===== config.mk =====
export PLATFORM = sky130hd
export DESIGN_NAME = ext_int_source
export DESIGN_NICKNAME = d
export VERILOG_FILES = /design/src/rtl/ext_int_source_pkg.sv /design/src/rtl/ext_int_source_line.sv /design/src/rtl/ext_int_source.sv
export SDC_FILE = /design/constraint.sdc
export NUM_CORES = 1
export LEC_CHECK = 0
export ABC_AREA = 0
export CAP_MARGIN = 20
export CORE_MARGIN = 5
export CORE_UTILIZATION = 48
export CTS_CLUSTER_SIZE = 20
export DETAILED_ROUTE_END_ITERATION = 10
export PLACE_DENSITY = 0.81
export RECOVER_POWER = 100
export SLEW_MARGIN = 20
export SYNTH_ARGS = -nofsm -noshare
export SYNTH_HDL_FRONTEND = slang
export SYNTH_SLANG_ARGS = --single-unit

===== constraint.sdc =====
create_clock -name clk -period 3.1 [get_ports clk]
set_input_delay 0.62 -clock clk [delete_from_list [all_inputs] [get_ports clk]]
set_output_delay 0.62 -clock clk [all_outputs]
set_load 0.005 [all_outputs]

===== src/rtl/ext_int_source_pkg.sv =====
// rtl/ext_int_source_pkg.sv - shared types and constants for the external interrupt source
package ext_int_source_pkg;

   localparam int          ExtIntLines   = 4;
   localparam int          ExtCntWidth   = 4;
   localparam logic [11:0] ExtIntCsrBase = 12'h7C0;
   localparam int          WordW         = 32;

   typedef logic [11:0]      CsrAddrT;
   typedef logic [WordW-1:0] word_t;

   typedef enum logic [1:0] {
      EXT_RISE  = 2'd0,
      EXT_FALL  = 2'd1,
      EXT_BOTH  = 2'd2,
      EXT_LEVEL = 2'd3
   } ExtModeT;

   // Encoding follows the csr funct3 field; bit 2 selects the immediate operand.
   typedef enum logic [2:0] {
      CSR_NONE = 3'd0,
      CSR_RW   = 3'd1,
      CSR_RS   = 3'd2,
      CSR_RC   = 3'd3,
      CSR_RWI  = 3'd5,
      CSR_RSI  = 3'd6,
      CSR_RCI  = 3'd7
   } csr_op_t;

   typedef struct packed {
      logic [ExtCntWidth-1:0] count;
      logic                   ovf;
      logic                   enable;
      ExtModeT                mode;
   } ext_cfg_t;

   function automatic word_t csr_apply(csr_op_t op, word_t old, word_t src);
      case (op)
         CSR_RW, CSR_RWI: return src;
         CSR_RS, CSR_RSI: return old | src;
         CSR_RC, CSR_RCI: return old & ~src;
         default:         return old;
      endcase
   endfunction

endpackage


===== src/rtl/ext_int_source_line.sv =====
// rtl/ext_int_source_line.sv - one external line: synchroniser, edge detect, event counter, csr
module ext_int_line
   import ext_int_source_pkg::*;
#(
   parameter int CntWidth = ExtCntWidth
) (
   input  logic                clk,
   input  logic                reset,
   input  logic                ext_in,
   input  logic                interrupt_clear,
   input  logic                wr_en,
   input  logic [CntWidth+3:0] wr_data,
   output logic                interrupt_set,
   output logic [CntWidth+3:0] rd_data
);

   typedef struct packed {
      logic [CntWidth-1:0] count;
      logic                ovf;
      logic                enable;
      ExtModeT             mode;
   } line_cfg_t;

   localparam logic [CntWidth-1:0] CntMax = '1;

   logic      s1, s2, prev;
   logic      edge_hit, evt, clr;
   line_cfg_t cfg, cfg_nxt;

   // Two-flop synchroniser plus one history flop for edge detection.
   always_ff @(posedge clk) begin
      if (!reset) begin
         s1   <= 1'b0;
         s2   <= 1'b0;
         prev <= 1'b0;
      end else begin
         s1   <= ext_in;
         s2   <= s1;
         prev <= s2;
      end
   end

   // Select which synchronised transition counts as an event; level mode never counts.
   always_comb begin
      edge_hit = 1'b0;
      case (cfg.mode)
         EXT_RISE:  edge_hit = s2 & ~prev;
         EXT_FALL:  edge_hit = ~s2 & prev;
         EXT_BOTH:  edge_hit = s2 ^ prev;
         default:   edge_hit = 1'b0;
      endcase
   end

   assign evt = cfg.enable & edge_hit;
   assign clr = interrupt_clear & (cfg.mode != EXT_LEVEL) & (cfg.count != '0);

   // Next register value: software write wins, then event/clear bookkeeping.
   always_comb begin
      cfg_nxt = cfg;
      if (wr_en) begin
         cfg_nxt = line_cfg_t'(wr_data);
      end else if (evt && !clr) begin
         if (cfg.count == CntMax) begin
            cfg_nxt.ovf = 1'b1;
         end else begin
            cfg_nxt.count = cfg.count + 1'b1;
         end
      end else if (clr && !evt) begin
         cfg_nxt.count = cfg.count - 1'b1;
      end
   end

   // Line configuration/status register.
   always_ff @(posedge clk) begin
      if (!reset) begin
         cfg <= '0;
      end else begin
         cfg <= cfg_nxt;
      end
   end

   assign interrupt_set = cfg.enable & ((cfg.mode == EXT_LEVEL) ? s2 : (cfg.count != '0));
   assign rd_data       = cfg;

endmodule


===== src/rtl/ext_int_source.sv =====
// rtl/ext_int_source.sv - external interrupt source lines feeding the n_clic pend/clear handshake
module ext_int_source
   import ext_int_source_pkg::*;
#(
   parameter int      Lines    = ExtIntLines,
   parameter int      CntWidth = ExtCntWidth,
   parameter CsrAddrT Addr     = ExtIntCsrBase
) (
   input  logic             clk,
   input  logic             reset,
   input  logic             csr_enable,
   input  CsrAddrT          csr_addr,
   input  csr_op_t          csr_op,
   input  logic [4:0]       rs1_zimm,
   input  word_t            rs1_data,
   input  logic [Lines-1:0] ext_in,
   input  logic [Lines-1:0] interrupt_clear,
   output logic [Lines-1:0] interrupt_set,
   output word_t            csr_out
);

   localparam int RegW = 4 + CntWidth;

   logic [RegW-1:0]  rd_data [Lines];
   logic [Lines-1:0] hit;
   logic             csr_write;
   logic             imm_op;
   word_t            operand, old_val, new_val;
   logic             unused_hi;

   assign imm_op    = (csr_op == CSR_RWI) || (csr_op == CSR_RSI) || (csr_op == CSR_RCI);
   assign operand   = imm_op ? word_t'(rs1_zimm) : rs1_data;
   assign csr_write = csr_enable && (csr_op != CSR_NONE);

   // Read mux: at most one line decodes, anything else reads as zero.
   always_comb begin
      old_val = '0;
      for (int i = 0; i < Lines; i++) begin
         if (hit[i]) old_val = word_t'(rd_data[i]);
      end
   end

   // One shared op evaluator; only the addressed line takes the result.
   assign new_val   = csr_apply(csr_op, old_val, operand);
   assign csr_out   = old_val;
   assign unused_hi = ^new_val[WordW-1:RegW];

   for (genvar k = 0; k < Lines; k++) begin : g_line
      assign hit[k] = (csr_addr == CsrAddrT'(Addr + k));

      ext_int_line #(.CntWidth(CntWidth)) u_line (
         .clk             (clk),
         .reset           (reset),
         .ext_in          (ext_in[k]),
         .interrupt_clear (interrupt_clear[k]),
         .wr_en           (csr_write & hit[k]),
         .wr_data         (new_val[RegW-1:0]),
         .interrupt_set   (interrupt_set[k]),
         .rd_data         (rd_data[k])
      );
   end

endmodule


== Yosys cells after proc, flatten, opt, wreduce, memory -nomap -nowiden ==
Cells that the tools add are included.
Word-level totals
  flip-flop bits (word level): 44
  logic and storage cells: 202
Operators by class
  $add $sub $neg: 8
  eq/ne operators: 34
  multiplexer cells: 38
  bitwise operators: 43
  reduce and logical (&&, ||, !) cells: 51
Operators by type and width (count)
  $mux W32: 3
  $eq A12 B11 Y1 const B: 4
  $mux W4: 12
  $and A1 B1 Y1: 28
  $pmux W8 S3: 1
  $mux W5: 4
  $add A4 B1 Y4 const B: 4
  $eq A2 B2 Y1 const B: 8
  $eq A4 B4 Y1 const B: 4
  $mux W8: 2
  $reduce_and A2 Y1: 8
  $reduce_bool A2 Y1: 8
  $reduce_bool A4 Y1: 4
  $sub A4 B1 Y4 const B: 4
  $reduce_bool A3 Y1: 5
  $mux W1: 12
  $ne A3 B2 Y1 const B: 4
  $pmux W1 S3: 4
  $eq A3 B3 Y1 const B: 3
  $logic_and A1 B1 Y1: 9
  $and A8 B8 Y8: 1
  $eq A2 B1 Y1 const B: 4
  $logic_not A1 Y1: 8
  $logic_not A2 Y1: 4
  9 further kinds: 26

== Logic depth before layout (Yosys ltp) ==
Gate-level depths: netlist (run 1).
  depth in word-level cells: 9
  gate-level depth with buffers: 14

== Cells and area by module ==
Synthesis (run 1) repeated with hierarchy kept, for this count alone.
Unflattened totals
  cell total of the unflattened synthesis: 403
  area total of the unflattened synthesis: 3798.6 sq um
By module, submodules not included
  ext_int_line: instances 4, cells an instance 72, area each 706.9 sq um
  ext_int_source: instances 1, cells an instance 115, area each 970.9 sq um

== Least setup slack after synthesis (run 1) ==
Ideal clock, no wire load.
  path type: flip-flop to flip-flop
  start point: reg g_line[3].u_line.prev
  end point: reg g_line[3].u_line.cfg (netlist bit g_line[3].u_line.rd_data[7])
  setup time: 0.116 ns
  arrival: 2.307 ns
  required time: 2.984 ns
  path slack: 0.677 ns
  cell stages (with the launch flop): 15
  period minus slack after synthesis: 2.423 ns
  path through: dfxtp_1 > inv_1 > ha_1 > inv_1 > mux2i_1 > o21ai_0 > and2_1 > ha_1 > inv_1 > ha_1 > a21oi_1 > and3_1 > o21ai_0 > xnor2_1 > a31o_2
Between the ends
  cells in the longest elaborated chain, start to end: 8
Ends and longest elaborated chain
  start, declared: RTL line ext_int_source_line.sv:26  | logic s1, s2, prev;
  start signal, assigned: RTL line ext_int_source_line.sv:35  | prev <= 1'b0;
  start signal, assigned: RTL line ext_int_source_line.sv:39  | prev <= s2;
  $not A1 Y1: RTL line ext_int_source_line.sv:47  | EXT_RISE: edge_hit = s2 & ~prev;
  $and A1 B1 Y1: RTL line ext_int_source_line.sv:47
  $pmux W1 S3 *: RTL line ext_int_source_line.sv:46  | case (cfg.mode)
  $and A1 B1 Y1 *: RTL line ext_int_source_line.sv:54  | assign evt = cfg.enable & edge_hit;
  $logic_not A1 Y1: RTL line ext_int_source_line.sv:68  | end else if (clr && !evt) begin
  $logic_and A1 B1 Y1: RTL line ext_int_source_line.sv:68
  $reduce_bool A3 Y1 (no source line)
  $reduce_and A2 Y1 (no source line)
  end signal, assigned: RTL line ext_int_source_line.sv:78  | cfg <= cfg_nxt;
  end, declared: RTL line ext_int_source_line.sv:28  | line_cfg_t cfg, cfg_nxt;
Mark *: on every way between the ends. The rest lies on a longest branch, timed or not.
A chain may end at the register's enable or synchronous reset.

== Worst setup path after layout (run 1) ==
  start point: in csr_addr[9]
  end point: out csr_out[3]
Between the ends
  cells in the longest elaborated chain, start to end: 5
Ends and longest elaborated chain
  start, declared: RTL line ext_int_source.sv:12  | input CsrAddrT csr_addr,
  $eq A12 B11 Y1: RTL line ext_int_source.sv:49  | assign hit[k] = (csr_addr == CsrAddrT'(Addr + k));
  $mux W8: RTL line ext_int_source.sv:39  | if (hit[i]) old_val = word_t'(rd_data[i]);
  $mux W32 (2 in series): RTL line ext_int_source.sv:39
  $mux W32 *: RTL line ext_int_source.sv:39
  end, declared: RTL line ext_int_source.sv:19  | output word_t csr_out
Marks and branches as above.

==> results_tabular.tex, run 1 <==
\begin{tabular}{lr}
\hline
Metric & Value \\
\hline
\multicolumn{2}{l}{\textbf{Run status}} \\
Status & finished clean \\
\multicolumn{2}{l}{\textbf{Synth}} \\
Share of flip-flops with an asynchronous set or reset after synthesis & 0\% \\
Post-Syn Instances & 387 \\
Number of distinct library cells after synthesis & 49 \\
Count of flip-flops with a built-in enable after synthesis & 0 \\
Total of flip-flops plus latches after synthesis & 44 \\
Syn Std Cell Area & 3320 um2 \\
Post-synthesis sequential area ratio & 26.5\% \\
Dominant register cell in the synthesized netlist & dfxtp\_1 \\
Average instance area after synthesis & 8.59 um2 \\
Number of warnings reported in the yosys synthesis log & 0 \\
\multicolumn{2}{l}{\textbf{Power and ir drop}} \\
Internal Pwr Total & 1.44 mW \\
Part of the power in the clock network & 23.4\% \\
Sequential power share & 36.8\% \\
Power share of the combinational group & 39.8\% \\
Leakage power of the design & 1.61 nW \\
Net switching share of the total power & 34.1\% \\
Pwr Density & 553 nW/um2 \\
Net switching component of the power & 746 uW \\
Maximum resistive drop on vdd & 324 uV \\
Total power after layout & 2.19 mW \\
\multicolumn{2}{l}{\textbf{Final layout}} \\
Antenna cell count & 0 \\
Proportion of layout cells with a drive suffix above 1 & 8.72\% \\
Final standard cell area without fillers & 3950 um2 \\
Number of inserted filler cells in the final layout & 613 \\
Area growth from synthesis to final layout & 18.9\% \\
Number of nets in the final layout & 523 \\
\multicolumn{2}{l}{\textbf{Floorplan}} \\
Core area & 6760 um2 \\
Vertical extent of the die & 93.2 um \\
Rows & 30 \\
Die outline width & 93.2 um \\
Boundary pin count & 99 \\
Initial cell density of the core & 49.2\% \\
Die footprint & 8690 um2 \\
\multicolumn{2}{l}{\textbf{Timing}} \\
Slew Limit Fails & 0 \\
Fraction of the cycle the final worst path needs & 96.9\% \\
Count of endpoints failing hold in the final timing report & 0 \\
Min Clock Period, post-route & 3000 ps \\
Fmax & 333 MHz \\
Total negative slack for setup checks & 0 ps \\
Final count of negative-setup-slack endpoints & 0 \\
Worst slew margin & 28.4\% \\
Setup clock skew after layout & 8.94 ps \\
Least-Margin Pin Slew & 1070 ps \\
Unrepaired setup endpoints after global routing & false \\
Hold Worst Slack & 437 ps \\
\multicolumn{2}{l}{\textbf{Route}} \\
Total wire length & 8580 um \\
Number of detailed-route iterations in the first pass & 5 \\
Wire per inst & 16.6 um \\
DR DRC count & 0 \\
Detailed router's first-iteration violation count & 328 \\
Remaining antenna violation count & 0 \\
Via count & 3008 \\
Detail-routed via count per cell & 5.83 \\
\multicolumn{2}{l}{\textbf{Critical path}} \\
Worst flop-to-flop path startpoint & g\_line[3].u\_line.prev \\
Category of the most critical setup path & in -> out \\
Highest net fanout along the worst path & 6 \\
Startpoint Class & input pin \\
Kind of end point of the critical path & output pin \\
Arrival time of data at the critical path endpoint & 2380 ps \\
Data required time at the worst endpoint & 2480 ps \\
Timing startpoint of the critical path & csr\_addr[9] \\
\multicolumn{2}{l}{\textbf{Clock tree}} \\
Number of clock sinks & 44 \\
Clk Latency, worst-skew pair & 300 ps \\
Number of buffers between clock root and the deepest sink & 2 \\
Number of buffers inserted during clock tree synthesis & 5 \\
Clock edge transition at the registers on the reported setup and hold paths & 80 ps \\
H-tree levels & 2 \\
Clock tree from TritonCTS & done \\
Cell chosen for the clock root & clkbuf\_8 \\
\multicolumn{2}{l}{\textbf{Place}} \\
DP HPWL & 6690 um \\
Routability Congestion & 0.945 \\
IO buf count & 50 \\
Post-detailed-placement cell area & 3810 um2 \\
\multicolumn{2}{l}{\textbf{Hold path}} \\
Worst hold path startpoint & g\_line[1].u\_line.s1 \\
Class of the worst hold path & reg -> reg \\
\multicolumn{2}{l}{\textbf{Global route}} \\
Antenna violations before repair & 0 \\
Gr usage total & 19.7\% \\
Met3 layer usage reported by global route & 5.63\% \\
Number of global-route vias before repair & 2885 \\
Global-route met1 utilization & 22.2\% \\
First-pass GRT wire length & 13600 um \\
GRT busiest layer & met2 \\
Global route total overflow & 0 \\
Met2 track demand over resource & 35.0\% \\
Largest net degree at the start of global routing & 23 \\
\multicolumn{2}{l}{\textbf{Job}} \\
Max Cap Violations & 0 \\
\hline
\end{tabular}
-- final timing paths --
path / end / slack, ps / cells after the start
hold reg to reg: g_line[1].u_line.s2 / 440 / 1
hold / removal: g_line[1].u_line.s2 / 440 / 1
setup reg to reg: g_line[3].u_line.rd_data[7] / 390 / 14
setup / recovery: csr_out[3] / 100 / 5
-- per-layer routing --
| metal | part of all wire, % | wire [um] | vias up |
|---|---|---|---|
| met5 | 0 | 0 | - |
| met4 | 2.7 | 229 | 0 |
| met3 | 10 | 872 | 28 |
| met2 | 49 | 4170 | 158 |
| met1 | 39 | 3310 | 1413 |
| li1 | - | - | 1409 |
-- worst max-delay path, stage by stage --
cell	delay, ps
clkdlybuf4s50_1	450
and4_1	320
and3_2	290
and2_0	170
clkdlybuf4s50_1	530
-- power by group through the flow --
stage / registers, mW / clock network (mW) / logic, mW
floorplan: 0.763 / 0 / 0.698
global placement: 0.809 / 0 / 0.814
detailed placement: 0.812 / 0 / 0.859
CTS: 0.798 / 0.516 / 0.867
global route: 0.817 / 0.546 / 0.978
finish: 0.805 / 0.512 / 0.870
-- registers in the layout (all words and copies together) (netlist names) --
signal and cells:
g_line.u_line.s1 4, g_line.u_line.s2 4, g_line.u_line.prev 4, g_line.u_line.rd_data 32
-- stage by stage --
| stage | util, % | std cells | worst slack (ps) |
|---|---|---|---|
| global placement | 56.4 | 506 | 10.5 |
| floorplan | - | 410 | 677 |
| CTS | 58.3 | 513 | 6.74 |
| detailed placement | 56.4 | 506 | 6.43 |
| global route | 58.5 | 516 | 25.2 |
| finish | 58.5 | 516 | 95.5 |
-- kinds of logic after synthesis --
family          after synthesis  share of synthesized area, %
compound gates               76                          14.9
xor+xnor                     14                          3.69
fa+ha+maj                    24                          9.94
buf+inv                      66                          11.3
flops                        44                          26.5
mux                          27                          11.2
other cells                   1                         0.113
simple gates                135                          22.3
-- synthesized netlist by cell type (2+ instances only) --
master,count,area [um2]
nor4_1,3,18.8
or4_1,3,22.5
buf_4,30,225
nand3_1,21,105
mux4_2,8,180
and4_1,4,35.0
o211ai_1,8,60.1
nand3b_1,7,52.6
clkbuf_1,7,26.3
nor2_1,18,67.6
o31ai_1,3,22.5
inv_1,21,78.8
a22oi_1,2,15.0
nand4_1,2,12.5
o21ai_1,5,25.0
buf_2,7,35.0
dfxtp_1,44,881
mux2i_1,17,170
nor3b_1,2,15.0
o21ba_2,4,40.0
a21oi_1,26,130
xnor2_1,9,78.8
ha_1,20,250
mux2_2,2,22.5
o2bb2ai_1,2,17.5
fa_1,4,80.1
and3_1,5,31.3
nand2b_1,4,25.0
o21ai_0,14,70.1
o211a_1,6,60.1
nor2b_1,3,18.8
xor2_1,5,43.8
nand2_1,40,150
nand4_2,2,25.0
and2_1,15,93.8
-- final cells by class --
| type | instances | area (um2) | share of cell area (%) |
|---|---|---|---|
| clock buffer | 5 | 68.8 | 1.74 |
| timing repair buffer | 64 | 629 | 15.9 |
| inverter | 21 | 78.8 | 1.99 |
| multi-input combinational | 300 | 2130 | 54.0 |
| sequential | 44 | 881 | 22.3 |
| clock inverter | 2 | 60.1 | 1.52 |
| tap | 80 | 100 | 2.53 |
-- timing repair --
action,CTS,global route
setup endpoints to repair,0,7
hold buffers,0,0
buffers inserted,0,2
gates resized for setup,0,3
-- cell usage in the layout (no fill, tap or decap), types with 4 or more instances in the layout --
master and n:
dfxtp_1 44, nand2_1 40, clkdlybuf4s50_1 39, a21oi_1 26, conb_1 24, nand3_1 22, inv_1 21, ha_1 20
nor2_1 18, mux2i_1 17, o21ai_0 15, and2_0 11, xnor2_1 9, dlygate4sd3_1 9, buf_4 9, mux4_2 8
o211ai_1 8, nand3b_1 7, o211a_1 6, xor2_1 5, clkbuf_8 5, or4_1 4, and4_1 4, nand4_1 4
and2_1 4, o21ai_1 4, and3_1 4, o21ba_2 4, nand2b_1 4, fa_1 4
No activity file was read; power rests on OpenSTA's default activity.
==> run 2: changes to the inputs <==
ABC_AREA = 1   (was 0)
CORE_UTILIZATION = 50   (was 48)
PLACE_DENSITY = 0.82   (was 0.81)
==> run 2 against run 1 <==
Net effect: sequential share of layout area decreased by 3.1 points; count of clock-buffer cells in the layout increased by 1; clock skew decreased by 5.2 ps; routed wire length increased by 28%; combinational power increased by 36%; flip-flop and latch count unchanged; cell count increased by 54%; global-route usage increased by 2.6 points; critical endpoint is now csr_out[2].
==> results_tabular.tex, run 2 <==
\begin{tabular}{lr}
\hline
Metric & Value \\
\hline
\multicolumn{2}{l}{\textbf{Synth}} \\
Share of flip-flops with an asynchronous set or reset after synthesis & 0\% \\
Number of distinct library cells after synthesis & 32 \\
Synth area leader & dfxtp\_1 \\
Most frequently used cell type in the post-synthesis netlist & nand2\_1 \\
Post-synthesis sequential area ratio & 23.4\% \\
Leading post-synthesis cells by instance count & nand2\_1 (149), inv\_1 (126), nand3\_1 (60) \\
Total of flip-flops plus latches after synthesis & 44 \\
Number of warnings reported in the yosys synthesis log & 0 \\
Count of flip-flops with a built-in enable after synthesis & 0 \\
Dominant register cell in the synthesized netlist & dfxtp\_1 \\
Average instance area after synthesis & 6.10 um2 \\
Post-Syn Instances & 616 \\
Largest cells by area after synthesis & dfxtp\_1 (23\%), nand2\_1 (15\%), inv\_1 (13\%), nand3\_1 (8.0\%), ha\_1 (6.7\%) \\
Syn Std Cell Area & 3760 um2 \\
Portion of synthesized cell area occupied by the leading cell type & 23.4\% \\
\multicolumn{2}{l}{\textbf{Final layout}} \\
Commonest cells after routing, fill and taps aside & nand2\_1 (143), inv\_1 (124), nand3\_1 (58) \\
Number of nets in the final layout & 780 \\
Proportion of layout cells with a drive suffix above 1 & 9.51\% \\
Commonest non-fill, non-tap cell in the layout & nand2\_1 \\
Number of flip-flops under the largest register name & 32 \\
Number of standard cells in the layout, taps in and fillers out & 793 \\
Area growth from synthesis to final layout & 22.3\% \\
Antenna cell count & 0 \\
\multicolumn{2}{l}{\textbf{Critical path}} \\
Startpoint Class & input pin \\
Category of the most critical setup path & in -> out \\
Arrival time of data at the critical path endpoint & 2400 ps \\
Data required time at the worst endpoint & 2480 ps \\
Kind of end point of the critical path & output pin \\
Highest net fanout along the worst path & 9 \\
\multicolumn{2}{l}{\textbf{Place}} \\
Routability Congestion & 0.950 \\
IO buf count & 50 \\
DP Cell Count & 781 \\
DP HPWL & 8880 um \\
\multicolumn{2}{l}{\textbf{Clock tree}} \\
Clock edge transition at the registers on the reported setup and hold paths & 90 ps \\
Number of hold buffers added after CTS & 0 \\
Number of clock sinks & 44 \\
Clock tree from TritonCTS & done \\
Cell chosen for the clock root & clkbuf\_8 \\
H-tree levels & 2 \\
Number of buffers inserted during clock tree synthesis & 5 \\
Number of buffers between clock root and the deepest sink & 2 \\
Clk Latency, worst-skew pair & 300 ps \\
\multicolumn{2}{l}{\textbf{Timing}} \\
Worst slew margin & 52.6\% \\
Fraction of the cycle the final worst path needs & 97.5\% \\
Slew Limit Fails & 0 \\
Final count of negative-setup-slack endpoints & 0 \\
Total negative slack for setup checks & 0 ps \\
Least-Margin Pin Slew & 711 ps \\
Min Clock Period, post-route & 3020 ps \\
Fmax & 331 MHz \\
Count of endpoints failing hold in the final timing report & 0 \\
Setup clock skew after layout & 3.70 ps \\
\multicolumn{2}{l}{\textbf{Global route}} \\
Antenna violations before repair & 0 \\
Largest net degree at the start of global routing & 31 \\
First-pass GRT wire length & 17400 um \\
Gr usage total & 22.3\% \\
Global route total overflow & 0 \\
Number of global-route vias before repair & 3753 \\
\multicolumn{2}{l}{\textbf{Floorplan}} \\
Die footprint & 9350 um2 \\
Vertical extent of the die & 96.7 um \\
Initial cell density of the core & 51.5\% \\
Die outline width & 96.7 um \\
Core area & 7290 um2 \\
Rows & 31 \\
Boundary pin count & 99 \\
\multicolumn{2}{l}{\textbf{Route}} \\
Remaining antenna violation count & 0 \\
Wire per inst & 13.9 um \\
Detailed router's first-iteration violation count & 283 \\
Total wire length & 11000 um \\
Detail-routed via count per cell & 5.14 \\
Number of detailed-route iterations in the first pass & 5 \\
DR DRC count & 0 \\
Via count & 4076 \\
\multicolumn{2}{l}{\textbf{Power and ir drop}} \\
Power share of the combinational group & 48.4\% \\
Maximum resistive drop on vdd & 296 uV \\
Part of the power in the clock network & 16.4\% \\
Net switching share of the total power & 44.6\% \\
Total power after layout & 2.44 mW \\
Pwr Density & 530 nW/um2 \\
Internal Pwr Total & 1.35 mW \\
Net switching component of the power & 1.09 mW \\
Leakage power of the design & 2.35 nW \\
Sequential power share & 35.2\% \\
\multicolumn{2}{l}{\textbf{Hold path}} \\
Class of the worst hold path & reg -> reg \\
\multicolumn{2}{l}{\textbf{Run status}} \\
Status & finished clean \\
\multicolumn{2}{l}{\textbf{Job}} \\
Max Cap Violations & 0 \\
\hline
\end{tabular}
run 2: worst max-delay path, stage by stage:
cell	delay (ps)
clkdlybuf4s50_1	470
nand2_2	80
nor4_4	340
buf_4	210
nand2_4	90
o22ai_1	170
a21oi_1	60
o21ai_0	100
dlygate4sd2_1	280
run 2: routing by layer:
metal | wire length, um | vias to the layer above | track usage (%)
li1 | - | 2054 | -
met3 | 628 | 28 | 3.45
met4 | 311 | 0 | 7.24
met5 | 0 | - | 0
met1 | 4900 | 1845 | 28.3
met2 | 5160 | 149 | 38.5
run 2: power groups by stage:
stage | logic [mW] | registers [mW] | clock network [mW]
final | 1.18 | 0.858 | 0.400
after CTS | 1.16 | 0.855 | 0.404
after global placement | 1.10 | 0.862 | 0
after global routing | 1.34 | 0.878 | 0.431
after detailed placement | 1.15 | 0.865 | 0
after floorplan | 0.896 | 0.803 | 0
run 2: area by class of cell:
class	count	area [um2]
clock inverters	2	15.0
clock buffers	6	82.6
fillers	720	2700
multi-input cells	436	2310
well taps	99	124
flip-flops and latches	44	881
repair buffers	79	699
inverters	127	482
run 2: final timing paths:
kind | startpoint | endpoint | slack, ps | cells past startpoint
setup / recovery | csr_addr[6] | csr_out[2] | 80 | 9
hold / removal | g_line[0].u_line.s1 | g_line[0].u_line.s2 | 420 | 2
setup reg to reg | g_line[2].u_line.prev | g_line[2].u_line.rd_data[7] | 390 | 18
hold reg to reg | g_line[0].u_line.s1 | g_line[0].u_line.s2 | 420 | 2
run 2: through the flow:
stage / utilization (%) / area, um2 / hold WS, ps / setup WS (ps)
after floorplan: - / 3840 / 390 / 697
after global placement: 60.8 / 4430 / 394 / -403
after global routing: 63.0 / 4600 / 448 / -14.8
after CTS: 62.7 / 4570 / 429 / -9.20
after detailed placement: 60.8 / 4430 / 407 / -460
final: 63.0 / 4600 / 425 / 76.8
run 2: timing repair:
| item | in CTS | in global routing |
|---|---|---|
| pin swaps | 2 | 6 |
| setup endpoints to repair | 8 | 8 |
| resized for setup | 33 | 18 |
| setup buffers | 1 | 3 |
run 2: cell families after synthesis:
| kind of cell | after synthesis | synth area share [%] |
|---|---|---|
| other cells | 1 | 0.0998 |
| flops | 44 | 23.4 |
| compound gates | 97 | 14.2 |
| xor+xnor | 9 | 2.10 |
| fa+ha+maj | 24 | 8.79 |
| simple gates | 282 | 32.7 |
| buf+inv | 159 | 18.7 |
==> run 3: changes to the inputs <==
clock period = 3.5 ns   (was 3.1 ns; I/O delays follow)
==> run 3 against run 2 <==
Net effect: register-to-register slack better by 320 ps; clock skew is 1.5 ps higher; combinational power is 13% lower; first-iteration DRC count is 7.1% higher; utilization is 1.3 points lower.
==> results_tabular.tex, run 3 (synthesis results as in run 2) <==
\begin{tabular}{lr}
\hline
Metric & Value \\
\hline
\multicolumn{2}{l}{\textbf{Power and ir drop}} \\
Total power after layout & 2.12 mW \\
Maximum resistive drop on vdd & 185 uV \\
Pwr Density & 472 nW/um2 \\
Leakage power of the design & 2.30 nW \\
\multicolumn{2}{l}{\textbf{Clock tree}} \\
H-tree levels & 2 \\
Number of buffers between clock root and the deepest sink & 2 \\
Number of clock sinks & 44 \\
Clk Latency, worst-skew pair & 300 ps \\
Number of buffers inserted during clock tree synthesis & 5 \\
Cell chosen for the clock root & clkbuf\_8 \\
Clock edge transition at the registers on the reported setup and hold paths & 90 ps \\
Clock tree from TritonCTS & done \\
\multicolumn{2}{l}{\textbf{Job}} \\
Max Cap Violations & 0 \\
\multicolumn{2}{l}{\textbf{Place}} \\
DP Cell Count & 772 \\
DP HPWL & 8910 um \\
IO buf count & 50 \\
Routability Congestion & 1.01 \\
Post-detailed-placement cell area & 4360 um2 \\
\multicolumn{2}{l}{\textbf{Timing}} \\
Min Clock Period, post-route & 3360 ps \\
Hold Worst Slack & 419 ps \\
Unrepaired setup endpoints after global routing & false \\
Setup clock skew after layout & 5.17 ps \\
Worst slew margin & 51.6\% \\
Fraction of the cycle the final worst path needs & 95.9\% \\
Count of endpoints failing hold in the final timing report & 0 \\
Final count of negative-setup-slack endpoints & 0 \\
Least-Margin Pin Slew & 725 ps \\
Slew Limit Fails & 0 \\
Fmax & 298 MHz \\
\multicolumn{2}{l}{\textbf{Route}} \\
Detailed router's first-iteration violation count & 303 \\
Number of detailed-route iterations in the first pass & 5 \\
Detail-routed via count per cell & 5.25 \\
Wire per inst & 14.1 um \\
Total wire length & 11100 um \\
DR DRC count & 0 \\
Via count & 4109 \\
Remaining antenna violation count & 0 \\
\multicolumn{2}{l}{\textbf{Critical path}} \\
Arrival time of data at the critical path endpoint & 2660 ps \\
End of the worst register-to-register path & g\_line[2].u\_line.rd\_data[7] \\
CP dominant cell by count & o21ai\_0 \\
Cell chain of the critical path & clkdlybuf4s50\_1, nand2\_1, nor4\_4, clkbuf\_1, nand3\_2, inv\_2, a21oi\_1, o21ai\_0, o21ai\_0, dlygate4sd2\_1 \\
Maximum cell stage delay along the critical path & 460 ps \\
Worst reg2reg setup slack & 710 ps \\
Data required time at the worst endpoint & 2800 ps \\
Highest net fanout along the worst path & 8 \\
Kind of end point of the critical path & output pin \\
Worst flop-to-flop path startpoint & g\_line[2].u\_line.prev \\
Category of the most critical setup path & in -> out \\
Worst reg-to-reg path cell count & 18 \\
Cell at the slowest stage of the critical path & clkdlybuf4s50\_1 \\
Startpoint Class & input pin \\
\multicolumn{2}{l}{\textbf{Global route}} \\
Number of global-route vias before repair & 3919 \\
First-pass GRT wire length & 18000 um \\
Antenna violations before repair & 0 \\
Gr usage total & 23.1\% \\
Global route total overflow & 0 \\
Largest net degree at the start of global routing & 31 \\
\multicolumn{2}{l}{\textbf{Floorplan}} \\
Rows & 31 \\
Die footprint & 9350 um2 \\
Core area & 7290 um2 \\
Initial cell density of the core & 51.5\% \\
Vertical extent of the die & 96.7 um \\
Die outline width & 96.7 um \\
Boundary pin count & 99 \\
\multicolumn{2}{l}{\textbf{Final layout}} \\
Number of flip-flops under the largest register name & 32 \\
Number of inserted filler cells in the final layout & 730 \\
Number of nets in the final layout & 770 \\
Number of standard cells in the layout, taps in and fillers out & 783 \\
Commonest non-fill, non-tap cell in the layout & nand2\_1 \\
Area growth from synthesis to final layout & 19.7\% \\
Antenna cell count & 0 \\
Commonest cells after routing, fill and taps aside & nand2\_1 (147), inv\_1 (125), nand3\_1 (58) \\
Final standard cell area without fillers & 4500 um2 \\
Proportion of layout cells with a drive suffix above 1 & 6.29\% \\
\multicolumn{2}{l}{\textbf{Hold path}} \\
Class of the worst hold path & reg -> reg \\
Hold Path Sink & g\_line[0].u\_line.s2 \\
Worst hold path startpoint & g\_line[0].u\_line.s1 \\
Hold Crit Depth & 2 \\
\multicolumn{2}{l}{\textbf{Run status}} \\
Status & finished clean \\
\hline
\end{tabular}
## run 3: power breakdown
part / switching (mW) / internal [mW] / total [mW]
clock network: 0.197 / 0.143 / 0.340
logic: 0.600 / 0.426 / 1.03
registers: 0.158 / 0.601 / 0.758
total: 0.955 / 1.17 / 2.12
## run 3: how the worst max path moves through the flow
stage / depth (start not counted) / startpoint / slack, ps / end
after floorplan: 7 / csr_addr[7] / 940 / csr_out[3]
after global placement: 9 / csr_addr[7] / -180 / csr_out[4]
after CTS: 10 / csr_addr[4] / 4 / csr_out[6]
after detailed placement: 9 / csr_addr[7] / -230 / csr_out[7]
final: 10 / csr_addr[8] / 140 / csr_out[7]
after global routing: 10 / csr_addr[7] / 20 / csr_out[1]
## run 3: timing repair
action,CTS,global route
pin swaps,1,2
endpoints found under the setup margin,8,4
hold buffers,0,0
gates resized for setup,18,4
setup buffers,3,0
cloned,0,0
## run 3: routing by layer
metal	routed length [um]	GRT usage, %	vias up
met2	5260	39.4	162
met5	0	0	-
met1	4660	29.0	1886
met3	833	4.32	26
met4	290	7.88	0
li1	-	-	2035
## run 3: metrics by stage
step                      setup TNS, ps  worst slack (ps)  utilization, %
after CTS                             0              4.37            61.8
after global placement            -1100              -177            59.8
after detailed placement          -1450              -234            59.8
after global routing                  0              15.7            61.7
final                                 0               144            61.7
after floorplan                       0               937               -
## run 3: worst max-delay path: cells and delay by family
| family | cells | cell delay [ps] |
|---|---|---|
| simple gates | 3 | 560 |
| buf+inv | 4 | 1090 |
| compound gates | 3 | 310 |
## run 3: area by class of cell
cell class / instances / area, um2 / area share (%)
Sequential cell: 44 / 881 / 19.6
Multi-Input combinational cell: 436 / 2300 / 51.1
Clock buffer: 6 / 72.6 / 1.61
Inverter: 127 / 479 / 10.6
Tap cell: 99 / 124 / 2.75
Clock inverter: 2 / 16.3 / 0.361
Timing Repair Buffer: 69 / 629 / 14.0
